<file path="src/rtl/core_pkg.sv">
// Shared definitions for the 3-stage core front end: widths, FSM state
// encoding, default NOP word and a PC alignment helper.
package core_pkg;

   localparam int unsigned PC_W    = 32;
   localparam int unsigned REG_AW  = 5;
   localparam int unsigned INSTR_W = 32;
   localparam int unsigned CNT_W   = 2;

   // addi x0, x0, 0
   localparam logic [INSTR_W-1:0] NOP_INSTR_DEF = 32'h0000_0013;

   // Fetch FSM state encoding (plain vector constants for legacy tools)
   typedef logic [1:0] fsm_state_t;
   localparam fsm_state_t ST_FILL     = 2'd0;
   localparam fsm_state_t ST_RUN      = 2'd1;
   localparam fsm_state_t ST_STALL    = 2'd2;
   localparam fsm_state_t ST_REDIRECT = 2'd3;

   // Computed fetch targets are always word aligned
   function automatic logic [PC_W-1:0] align_pc(input logic [PC_W-1:0] addr);
      return {addr[PC_W-1:2], 2'b00};
   endfunction

endpackage

</file>
<file path="src/rtl/fetch_if_id_reg.sv">
// IF/ID pipeline register with load, hold and squash. An invalid slot
// presents NOP_INSTR to decode.
// Ports:
//   clk, rst      clock, async active-high reset
//   load_i        capture instr_i/pc_i and mark the slot valid
//   squash_i      invalidate the slot (wins over load_i)
//   instr_i/pc_i  fetched instruction and its address
//   instr_o/pc_o  held instruction (NOP when invalid) and its address
//   valid_o       slot holds a live instruction
module fetch_if_id_reg
   import core_pkg::*;
#(
   parameter logic [INSTR_W-1:0] NOP_INSTR = NOP_INSTR_DEF
) (
   input  logic               clk,
   input  logic               rst,
   input  logic               load_i,
   input  logic               squash_i,
   input  logic [INSTR_W-1:0] instr_i,
   input  logic [PC_W-1:0]    pc_i,
   output logic [INSTR_W-1:0] instr_o,
   output logic [PC_W-1:0]    pc_o,
   output logic               valid_o
);

   logic [INSTR_W-1:0] instr_q, instr_d;
   logic [PC_W-1:0]    pc_q, pc_d;
   logic               valid_q, valid_d;

   // Next-state: squash > load > hold
   always_comb begin
      instr_d = instr_q;
      pc_d    = pc_q;
      valid_d = valid_q;
      if (squash_i) begin
         valid_d = 1'b0;
      end else if (load_i) begin
         instr_d = instr_i;
         pc_d    = pc_i;
         valid_d = 1'b1;
      end
   end

   always_ff @(posedge clk or posedge rst) begin
      if (rst) begin
         instr_q <= NOP_INSTR;
         pc_q    <= '0;
         valid_q <= 1'b0;
      end else begin
         instr_q <= instr_d;
         pc_q    <= pc_d;
         valid_q <= valid_d;
      end
   end

   assign instr_o = valid_q ? instr_q : NOP_INSTR;
   assign pc_o    = pc_q;
   assign valid_o = valid_q;

endmodule

</file>
<file path="src/rtl/fetch_hazard_ctrl.sv">
// Front end of the 3-stage core: PC, IF/ID register, branch-target capture,
// load-use hazard detection and fetch redirection.
// Ports:
//   clk, rst                  clock, async active-high reset
//   imem_instr                instruction word at pc (combinational imem)
//   rs1, rs2, uses_rs2        ID-stage source operands
//   is_branch, jump, imm_val  ID-stage control and byte offset
//   beq, bneq, bge, blt       EX/MEM branch-taken flags
//   EX_MEM_regwrite/rd/lb     EX/MEM writeback info for load-use detection
//   pc                        fetch address
//   IF_ID_instr, input_pc     instruction held for decode and its PC
//   stall                     bubble into EX/MEM, hold PC and IF/ID
//   branch_flush              kill the ID/EX instruction this cycle
// Build option: FETCH_PERF_CNT_EN adds saturating perf_taken/perf_stall.
module fetch_hazard_ctrl
   import core_pkg::*;
#(
   parameter logic [PC_W-1:0]    RESET_PC     = 32'h0000_0000,
   parameter logic [INSTR_W-1:0] NOP_INSTR    = NOP_INSTR_DEF,
   parameter int unsigned        STALL_CYCLES = 1
) (
   input  logic               clk,
   input  logic               rst,
   input  logic [INSTR_W-1:0] imem_instr,
   input  logic [REG_AW-1:0]  rs1,
   input  logic [REG_AW-1:0]  rs2,
   input  logic               uses_rs2,
   input  logic               is_branch,
   input  logic               jump,
   input  logic [PC_W-1:0]    imm_val,
   input  logic               beq,
   input  logic               bneq,
   input  logic               bge,
   input  logic               blt,
   input  logic               EX_MEM_regwrite,
   input  logic [REG_AW-1:0]  EX_MEM_rd,
   input  logic               EX_MEM_lb,
   output logic [PC_W-1:0]    pc,
   output logic [INSTR_W-1:0] IF_ID_instr,
   output logic [PC_W-1:0]    input_pc,
   output logic               stall,
   output logic               branch_flush
`ifdef FETCH_PERF_CNT_EN
  ,output logic [31:0]        perf_taken
  ,output logic [31:0]        perf_stall
`endif
);

   localparam logic [PC_W-1:0] PC_STEP = PC_W'(4);

   fsm_state_t         state_q, state_d;
   logic [PC_W-1:0]    pc_q, pc_d;
   logic [PC_W-1:0]    tgt_q, tgt_d;
   logic [CNT_W-1:0]   cnt_q, cnt_d;

   logic               taken;
   logic               hz;
   logic               stall_c;
   logic               ifid_load;
   logic               ifid_squash;
   logic               ifid_valid;
   logic [PC_W-1:0]    ifid_pc;

   assign taken = beq | bneq | bge | blt;

   // Load-use: the EX/MEM load's result is not yet available to ID
   assign hz = EX_MEM_lb & EX_MEM_regwrite & (EX_MEM_rd != '0) & ifid_valid &
               ((EX_MEM_rd == rs1) | (uses_rs2 & (EX_MEM_rd == rs2)));

   // Fetch FSM next-state and control
   always_comb begin
      state_d     = state_q;
      pc_d        = pc_q;
      cnt_d       = cnt_q;
      stall_c     = 1'b0;
      ifid_load   = 1'b0;
      ifid_squash = 1'b0;
      case (state_q)
         ST_FILL: begin
            ifid_load = 1'b1;
            pc_d      = pc_q + PC_STEP;
            state_d   = ST_RUN;
         end
         ST_RUN: begin
            if (taken) begin
               pc_d        = tgt_q;
               ifid_squash = 1'b1;
               state_d     = ST_REDIRECT;
            end else if (hz) begin
               stall_c = 1'b1;
               cnt_d   = CNT_W'(STALL_CYCLES - 1);
               if (STALL_CYCLES > 1) begin
                  state_d = ST_STALL;
               end
            end else if (jump && ifid_valid) begin
               pc_d        = align_pc(ifid_pc + imm_val);
               ifid_squash = 1'b1;
            end else begin
               ifid_load = 1'b1;
               pc_d      = pc_q + PC_STEP;
            end
         end
         ST_STALL: begin
            if (taken) begin
               pc_d        = tgt_q;
               ifid_squash = 1'b1;
               cnt_d       = '0;
               state_d     = ST_REDIRECT;
            end else begin
               stall_c = 1'b1;
               cnt_d   = cnt_q - CNT_W'(1);
               // the remaining count includes this cycle's bubble
               if (cnt_q <= CNT_W'(1)) begin
                  state_d = ST_RUN;
               end
            end
         end
         ST_REDIRECT: begin
            ifid_load = 1'b1;
            pc_d      = pc_q + PC_STEP;
            state_d   = ST_RUN;
         end
         default: begin
            state_d = ST_FILL;
         end
      endcase
   end

   // Branch target is computed while the branch sits in ID so it is ready
   // the cycle data_path reports the outcome from EX/MEM
   always_comb begin
      tgt_d = tgt_q;
      if (ifid_valid && is_branch && !stall_c && !taken) begin
         tgt_d = align_pc(ifid_pc + imm_val);
      end
   end

   always_ff @(posedge clk or posedge rst) begin
      if (rst) begin
         state_q <= ST_FILL;
         pc_q    <= RESET_PC;
         tgt_q   <= '0;
         cnt_q   <= '0;
      end else begin
         state_q <= state_d;
         pc_q    <= pc_d;
         tgt_q   <= tgt_d;
         cnt_q   <= cnt_d;
      end
   end

   fetch_if_id_reg #(
      .NOP_INSTR (NOP_INSTR)
   ) u_if_id (
      .clk      (clk),
      .rst      (rst),
      .load_i   (ifid_load),
      .squash_i (ifid_squash),
      .instr_i  (imem_instr),
      .pc_i     (pc_q),
      .instr_o  (IF_ID_instr),
      .pc_o     (ifid_pc),
      .valid_o  (ifid_valid)
   );

   assign pc           = pc_q;
   assign input_pc     = ifid_pc;
   assign stall        = stall_c & ~rst;
   assign branch_flush = taken & ~rst;

`ifdef FETCH_PERF_CNT_EN
   logic [31:0] perf_taken_q, perf_taken_d;
   logic [31:0] perf_stall_q, perf_stall_d;

   // Saturating event counters
   always_comb begin
      perf_taken_d = perf_taken_q;
      perf_stall_d = perf_stall_q;
      if (branch_flush && !(&perf_taken_q)) begin
         perf_taken_d = perf_taken_q + 32'd1;
      end
      if (stall && !(&perf_stall_q)) begin
         perf_stall_d = perf_stall_q + 32'd1;
      end
   end

   always_ff @(posedge clk or posedge rst) begin
      if (rst) begin
         perf_taken_q <= '0;
         perf_stall_q <= '0;
      end else begin
         perf_taken_q <= perf_taken_d;
         perf_stall_q <= perf_stall_d;
      end
   end

   assign perf_taken = perf_taken_q;
   assign perf_stall = perf_stall_q;
`endif

endmodule

</file>
<file path="config.mk">
export PLATFORM = sky130hd
export DESIGN_NAME = fetch_hazard_ctrl
export DESIGN_NICKNAME = d
export VERILOG_FILES = /design/src/rtl/core_pkg.sv /design/src/rtl/fetch_if_id_reg.sv /design/src/rtl/fetch_hazard_ctrl.sv
export SDC_FILE = /design/constraint.sdc
export NUM_CORES = 1
export LEC_CHECK = 0
export ABC_AREA = 0
export CAP_MARGIN = 15
export CORE_MARGIN = 4
export CORE_UTILIZATION = 48
export CTS_BUF_LIST = sky130_fd_sc_hd__clkbuf_8
export DETAILED_ROUTE_END_ITERATION = 6
export GPL_TIMING_DRIVEN = 0
export HOLD_SLACK_MARGIN = 0.15
export PLACE_DENSITY_LB_ADDON = 0.3
export SYNTH_ARGS = -nofsm -noshare
export SYNTH_HDL_FRONTEND = slang
export SYNTH_SLANG_ARGS = --single-unit
</file>
<file path="constraint.sdc">
create_clock -name clk -period 3.7 [get_ports clk]
set_input_delay 0.555 -clock clk [delete_from_list [all_inputs] [get_ports clk]]
set_output_delay 0.555 -clock clk [all_outputs]
set_load 0.03 [all_outputs]
</file>
==> flow_summary_export.csv, run 1 <==
group,metric,value,unit
synth,synth_edf_count,0,
detailed_routing,firstDrtPassIters,6,
layout,diodes,0,
clocking,holdBufCountCts,0,
layout,n_fill_cell,1471,
worst_setup_path,cp_max_fo,10,
layout,mostFrequentLayoutCells,"clkdlybuf4s50_1 (180), dfrtp_1 (124), nand2_1 (75)",
sta,fmax,278,MHz
clocking,cts_sinks,127,
detailed_routing,vias,8238,
clocking,clockBufferDepth,2,
sta,tightestPinTransition,897,ps
pwr,powerDensity,940,nW/um^2
detailed_routing,ant_nets,0,
synth,syn_area_per_cell,9.18,sq um
global_routing,use_met1,0.360,
placement,dp_cells,1329,
synth,ys_ff_latch,127,
clocking,cts_root_buf,"clkbuf_8",
synth,async_flop_share,1.00,
global_routing,grt_pass1_wl,43.0,mm
detailed_routing,via_per_inst,6.04,
synth,synthTopCellsByArea,"dfrtp_1 (37%), mux2_2 (9.5%), ha_1 (5.1%)",
synth,synthCells,917,
floorplanning,dieHeight,140,um
job,maxCapViolations,0,
detailed_routing,drtIter0Drc,783,
run_status,outcome,"completed",
layout,final_layout_size_suffix_gt1_frac,0.129,
clocking,clk_pin_slew,70,ps
pwr,irDropWorstVdd,0.000591,V
synth,synth_top_area_share,0.369,
floorplanning,core,17200,sq um
detailed_routing,routedWlPerCell,20.5,um
sta,hold_viol,0,
sta,maxSlewViolCount,0,
layout,finalInstanceArea,11000,sq um
global_routing,antenna_found_initial,0,
global_routing,grt_pass1_vias,8069,
placement,port_buffers,181,
global_routing,grt_remaining_overflow,0,
layout,areaGrowthSynthToFinish,31.3,%
worst_setup_path,path_class,"primary input to primary output",
sta,period_needed,3600,ps
layout,layout.nets,1249,
synth,ys_types,74,
layout,final_common_cell,"clkdlybuf4s50_1",
sta,fin_crit_sh,0.972,
min_path,hold_path_class,"flip-flop to flip-flop",
synth,yosys_warnings,0,
worst_setup_path,crit_path_end_kind,"primary output",
sta,maxSlewHeadroom,0.401,
sta,setup-violations-final,0,
placement,place_congestion,0.986,
pwr,finalPower,0.0104,W
synth,ys_seq_area_frac,0.378,
worst_setup_path,arrival,3040,ps
global_routing,gr-usage-met3,0.0659,
global_routing,top_usage_layer,"met2",
layout,final_cells,1363,
worst_setup_path,critPathRequiredTime,3140,ps
floorplanning,core.rowCount,48,
detailed_routing,totalWireLength,28.0,mm
worst_setup_path,worstSetupStartpointType,"primary input",
sta,fin_worst_skew,17.2,ps
sta,rsz0062_at_grt,"no",
clocking,cts_buffers,17,
global_routing,track_usage,0.276,
floorplanning,start_util,0.488,
floorplanning,die_area,19700,sq um
placement,dp_hpwl,20.4,mm
clocking,h-tree-depth,4,
synth,ys.flop_type,"dfrtp_1",
sta,hold_slack,498,ps
detailed_routing,drc,0,
floorplanning,io_pins,188,
clocking,cts_tree,"yes",
global_routing,grt_max_degree,40,
floorplanning,dieWidth,140,um
sta,setup_ws,105,ps
synth,synth_top_area_cell,"dfrtp_1",
synth,syn-cell-area,8410,sq um
clocking,clock_latency,470,ps
placement,preCtsSetupSlack,-823,ps
global_routing,gr-usage-met2,0.436,
pwr,leakagePower,4.59,nW
placement,placedInstanceArea,10600,sq um
==> power by group <==
part / switching, W / internal, W
combinational: 0.00371 / 0.00272
clock: 0.000612 / 0.000660
sequential: 0.000622 / 0.00207
==> registers in the layout, summed over array words and instances (netlist names) <==
register / cells
u_if_id.instr_q: 32
u_if_id.valid_o: 1
tgt_q: 30
u_if_id.pc_o: 30
state_q: 2
cnt_q: 2
pc: 30
==> cells by family after synthesis <==
| kind of cell | count (synthesis) | synth area share |
|---|---|---|
| AND/OR/NAND/NOR | 284 | 0.165 |
| adder cells (fa/ha/maj) | 34 | 0.0506 |
| other | 1 | 0.000446 |
| multiplexers | 78 | 0.103 |
| flip-flops | 127 | 0.378 |
| AO/OA/AOI/OAI | 260 | 0.204 |
| XOR/XNOR | 56 | 0.0592 |
| buffers and inverters | 77 | 0.0388 |
==> metrics by stage <==
stage,util,TNS (ps)
4_1_cts,0.640,0
5_1_grt,0.641,0
3_3_place_gp,0.610,-7120
6_report,0.641,0
3_5_place_dp,0.614,-13300
2_1_floorplan,-,0
==> per-layer routing <==
metal,routed length (um),share of wire
met1,11200,0.40
met2,13000,0.46
met3,2760,0.099
met4,1060,0.038
met5,0,0
==> worst paths after layout <==
| check | from | to | slack [ps] | cells past startpoint |
|---|---|---|---|---|
| setup / recovery | bneq | branch_flush | 100 | 6 |
| hold / removal | cnt_q[1]$_DFFE_PP0P_ | cnt_q[1]$_DFFE_PP0P_ | 500 | 1 |
| setup reg to reg | u_if_id.pc_o[4]$_DFFE_PP0P_ | pc[31]$_DFFE_PP0P_ | 290 | 9 |
| hold reg to reg | cnt_q[1]$_DFFE_PP0P_ | cnt_q[1]$_DFFE_PP0P_ | 500 | 1 |
| max in group asynchronous | rst | tgt_q[29]$_DFFE_PP0P_ | 2170 | 4 |
| min in group asynchronous | rst | u_if_id.pc_o[6]$_DFFE_PP0P_ | 680 | 2 |
==> critical path, cell delays in order <==
cell	delay, ps
clkdlybuf4s50_1	410
nor4_1	550
clkbuf_1	440
clkbuf_2	400
nor2_1	80
clkdlybuf4s50_1	600
==> timing repair <==
action,in CTS,in global routing
resized for setup,13,5
endpoints found under the setup margin,2,8
hold endpoints to repair,0,0
pin swaps,0,1
buffers inserted,0,2
==> synth_stat cells (14+ instances only) <==
cell and number:
ha_1 34, a211oi_1 15, nor3_1 19, nand2_1 75, nand3_1 29, dfrtp_1 124, clkbuf_1 43, xor2_1 26
a21oi_1 61, inv_1 14, mux2_2 71, o21ai_0 59, xnor2_1 29, nor2_1 69, and2_1 36
==> cell type report <==
type                            count  area [sq um]  area share
Multi-Input combinational cell    716          4950       0.448
Inverter                           15          60.1     0.00544
Tap cell                          225           282      0.0255
Clock buffer                       17           234      0.0212
Buffer                             62           280      0.0254
Timing Repair Buffer              186          1890       0.171
Clock inverter                     15           173      0.0156
Sequential cell                   127          3180       0.288
No activity file was read; power rests on OpenSTA's default activity.
==> run 2, diff against run 1 <==
--- a/config.mk
+++ b/config.mk
@@ -7,6 +7,7 @@
 export LEC_CHECK = 0
 export ABC_AREA = 0
 export CAP_MARGIN = 15
+export CORE_ASPECT_RATIO = 1.1
 export CORE_MARGIN = 4
 export CORE_UTILIZATION = 48
 export CTS_BUF_LIST = sky130_fd_sc_hd__clkbuf_8
==> constraint.sdc (replaced) <==
create_clock -name clk -period 3.7 [get_ports clk]
set_input_delay 1.11 -clock clk [delete_from_list [all_inputs] [get_ports clk]]
set_output_delay 1.11 -clock clk [all_outputs]
set_load 0.03 [all_outputs]
==> flow_summary_export.csv, run 2 (synthesis gave the netlist of run 1 again) <==
group,metric,value,unit
worst_setup_path,crit_chain,"clkdlybuf4s50_1 > xor2_1 > nor2_1 > a32oi_2 > o31a_1 > clkbuf_16 > nor3_4 > buf_6",
placement,place_congestion,0.966,
global_routing,grt_pass1_vias,8067,
worst_setup_path,cp_max_fo,2,
worst_setup_path,slowest_stage,"clkdlybuf4s50_1",
sta,period_needed,3850,ps
clocking,clockBufferDepth,2,
worst_setup_path,critPathRequiredTime,2590,ps
pwr,leakagePower,4.69,nW
detailed_routing,vias,8241,
floorplanning,dieWidth,134,um
floorplanning,dieHeight,147,um
sta,rsz0062_at_grt,"yes",
sta,tightestPinTransition,838,ps
layout,final_layout_size_suffix_gt1_frac,0.152,
detailed_routing,firstDrtPassIters,7,
global_routing,track_usage,0.274,
clocking,cts_sinks,127,
floorplanning,core.rowCount,50,
worst_setup_path,max_stage_delay,420,ps
global_routing,antenna_found_initial,0,
detailed_routing,ant_nets,0,
layout,mostFrequentLayoutCells,"clkdlybuf4s50_1 (163), dfrtp_1 (124), nand2_1 (74)",
pwr,sw_frac_of_total,0.476,
worst_setup_path,path_class,"primary input to primary output",
clocking,h-tree-depth,4,
placement,port_buffers,181,
sta,hold_slack,501,ps
pwr,sequentialPowerShare,0.263,
run_status,outcome,"finished with violations",
global_routing,grt_max_degree,39,
layout,n_fill_cell,1446,
sta,hold_viol,0,
worst_setup_path,r2r_start,"state_q[1]$_DFFE_PP0P_",
detailed_routing,drc,0,
worst_setup_path,r2r_slack,610,ps
layout,final_cells,1379,
global_routing,grt_pass1_wl,42.8,mm
pwr,irDropWorstVdd,0.000446,V
clocking,cts_root_buf,"clkbuf_8",
worst_setup_path,crit_path_end_kind,"primary output",
global_routing,grt_remaining_overflow,0,
floorplanning,io_pins,188,
placement,preCtsSetupSlack,-1390,ps
sta,maxSlewViolCount,0,
detailed_routing,via_per_inst,5.98,
sta,fin_worst_skew,7.82,ps
layout,top_register,"u_if_id.instr_q",
floorplanning,die_area,19700,sq um
layout,areaGrowthSynthToFinish,32.7,%
layout,finalInstanceArea,11200,sq um
layout,largest_reg_flops,32,
floorplanning,start_util,0.491,
detailed_routing,totalWireLength,27.2,mm
sta,maxSlewHeadroom,0.441,
pwr,p_clk_frac,0.117,
sta,setup-violations-final,1,
layout,fin_util,0.651,
clocking,clk_pin_slew,80,ps
placement,placedInstanceArea,10600,sq um
layout,final_common_cell,"clkdlybuf4s50_1",
clocking,clock_latency,460,ps
sta,fmax,259,MHz
pwr,p_int,0.00540,W
placement,dp_hpwl,19.8,mm
detailed_routing,routedWlPerCell,19.7,um
worst_setup_path,critPathLaunch,"rs1[2]",
run_status,violations,"setup timing",
placement,dp_cells,1338,
floorplanning,core,17100,sq um
worst_setup_path,worstSetupStartpointType,"primary input",
layout,diodes,0,
job,maxCapViolations,0,
pwr,p_sw,0.00492,W
worst_setup_path,arrival,2740,ps
pwr,powerDensity,924,nW/um^2
clocking,cts_tree,"yes",
layout,layout.nets,1256,
pwr,pwr-share-comb,0.620,
detailed_routing,drtIter0Drc,808,
min_path,hp-start,"u_if_id.instr_q[9]$_DFFE_PP0P_",
clocking,cts_buffers,17,
min_path,hold_path_class,"flip-flop to flip-flop",
sta,fin_crit_sh,1.04,
sta,setup_ws,-154,ps
[run 2: cell types whose count changed in the layout (fill, tap and decap cells not counted), sizes merged]
cell	delta
clkdlybuf4s50	-17
clkinv	+2
bufinv	-1
buf	+15
clkinvlp	-2
dlygate4sd2	+7
inv	+1
dlymetal6s2s	+2
[run 2: final cells by class]
cell class / count / area (sq um) / share of cell area
multi-input cells: 716 / 5020 / 0.450
flip-flops and latches: 127 / 3180 / 0.285
repair buffers: 196 / 1930 / 0.173
plain buffers: 59 / 302 / 0.0270
well taps: 234 / 293 / 0.0262
clock buffers: 17 / 234 / 0.0210
clock inverters: 15 / 146 / 0.0131
inverters: 15 / 60.1 / 0.00538
[run 2: final timing paths]
path,to,cells after the start
max,stall,8
min,u_if_id.instr_q[9]$_DFFE_PP0P_,1
max reg2reg,pc[10]$_DFFE_PP0P_,10
min reg2reg,u_if_id.instr_q[9]$_DFFE_PP0P_,1
max in group asynchronous,u_if_id.instr_q[1]$_DFFE_PP1P_,3
min in group asynchronous,cnt_q[0]$_DFFE_PP0P_,2
[run 2: metrics by stage]
| step | setup TNS [ps] | total power, W |
|---|---|---|
| final | -154 | 0.0103 |
| after global routing | -206 | 0.0110 |
| after CTS | -150 | 0.0102 |
| after detailed placement | -63720 | 0.00899 |
| after global placement | -101440 | 0.00887 |
| after floorplan | -10.1 | 0.00677 |
[run 2: repair_timing]
| action | in CTS | in global routing |
|---|---|---|
| pin swaps | 10 | 10 |
| resized for setup | 56 | 19 |
| hold buffers | 0 | 0 |
| setup endpoints to repair | 76 | 63 |
| setup buffers | 8 | 4 |
[run 2: power by group through the flow]
stage          Sequential (W)  Combinational (W)  Clock [W]
5_1_grt               0.00281            0.00688    0.00127
4_1_cts               0.00268            0.00635    0.00121
3_3_place_gp          0.00267            0.00620          0
6_report              0.00271            0.00640    0.00120
3_5_place_dp          0.00270            0.00630          0
2_1_floorplan         0.00314            0.00363          0
[run 2: layer usage]
metal  track usage  up-vias  routed length, um
li1              -     3798                  -
met1         0.348     3932              10700
met2         0.442      444              12900
met3        0.0777       67               2860
met4         0.107        0                792
met5             0        -                  0
[run 2: worst max-delay path: cells and delay by family]
kind	cells	cell delay, ps
simple gates	2	280
buf+inv	3	750
xor+xnor	1	140
compound gates	2	450
==> run 3, diff against run 2 <==
--- a/config.mk
+++ b/config.mk
@@ -15,6 +15,7 @@
 export GPL_TIMING_DRIVEN = 0
 export HOLD_SLACK_MARGIN = 0.15
 export PLACE_DENSITY_LB_ADDON = 0.3
+export SLEW_MARGIN = 0
 export SYNTH_ARGS = -nofsm -noshare
 export SYNTH_HDL_FRONTEND = slang
 export SYNTH_SLANG_ARGS = --single-unit
==> results of run 3 <==
Same layout as run 2: the final DEF is identical, and so are final timing and power.
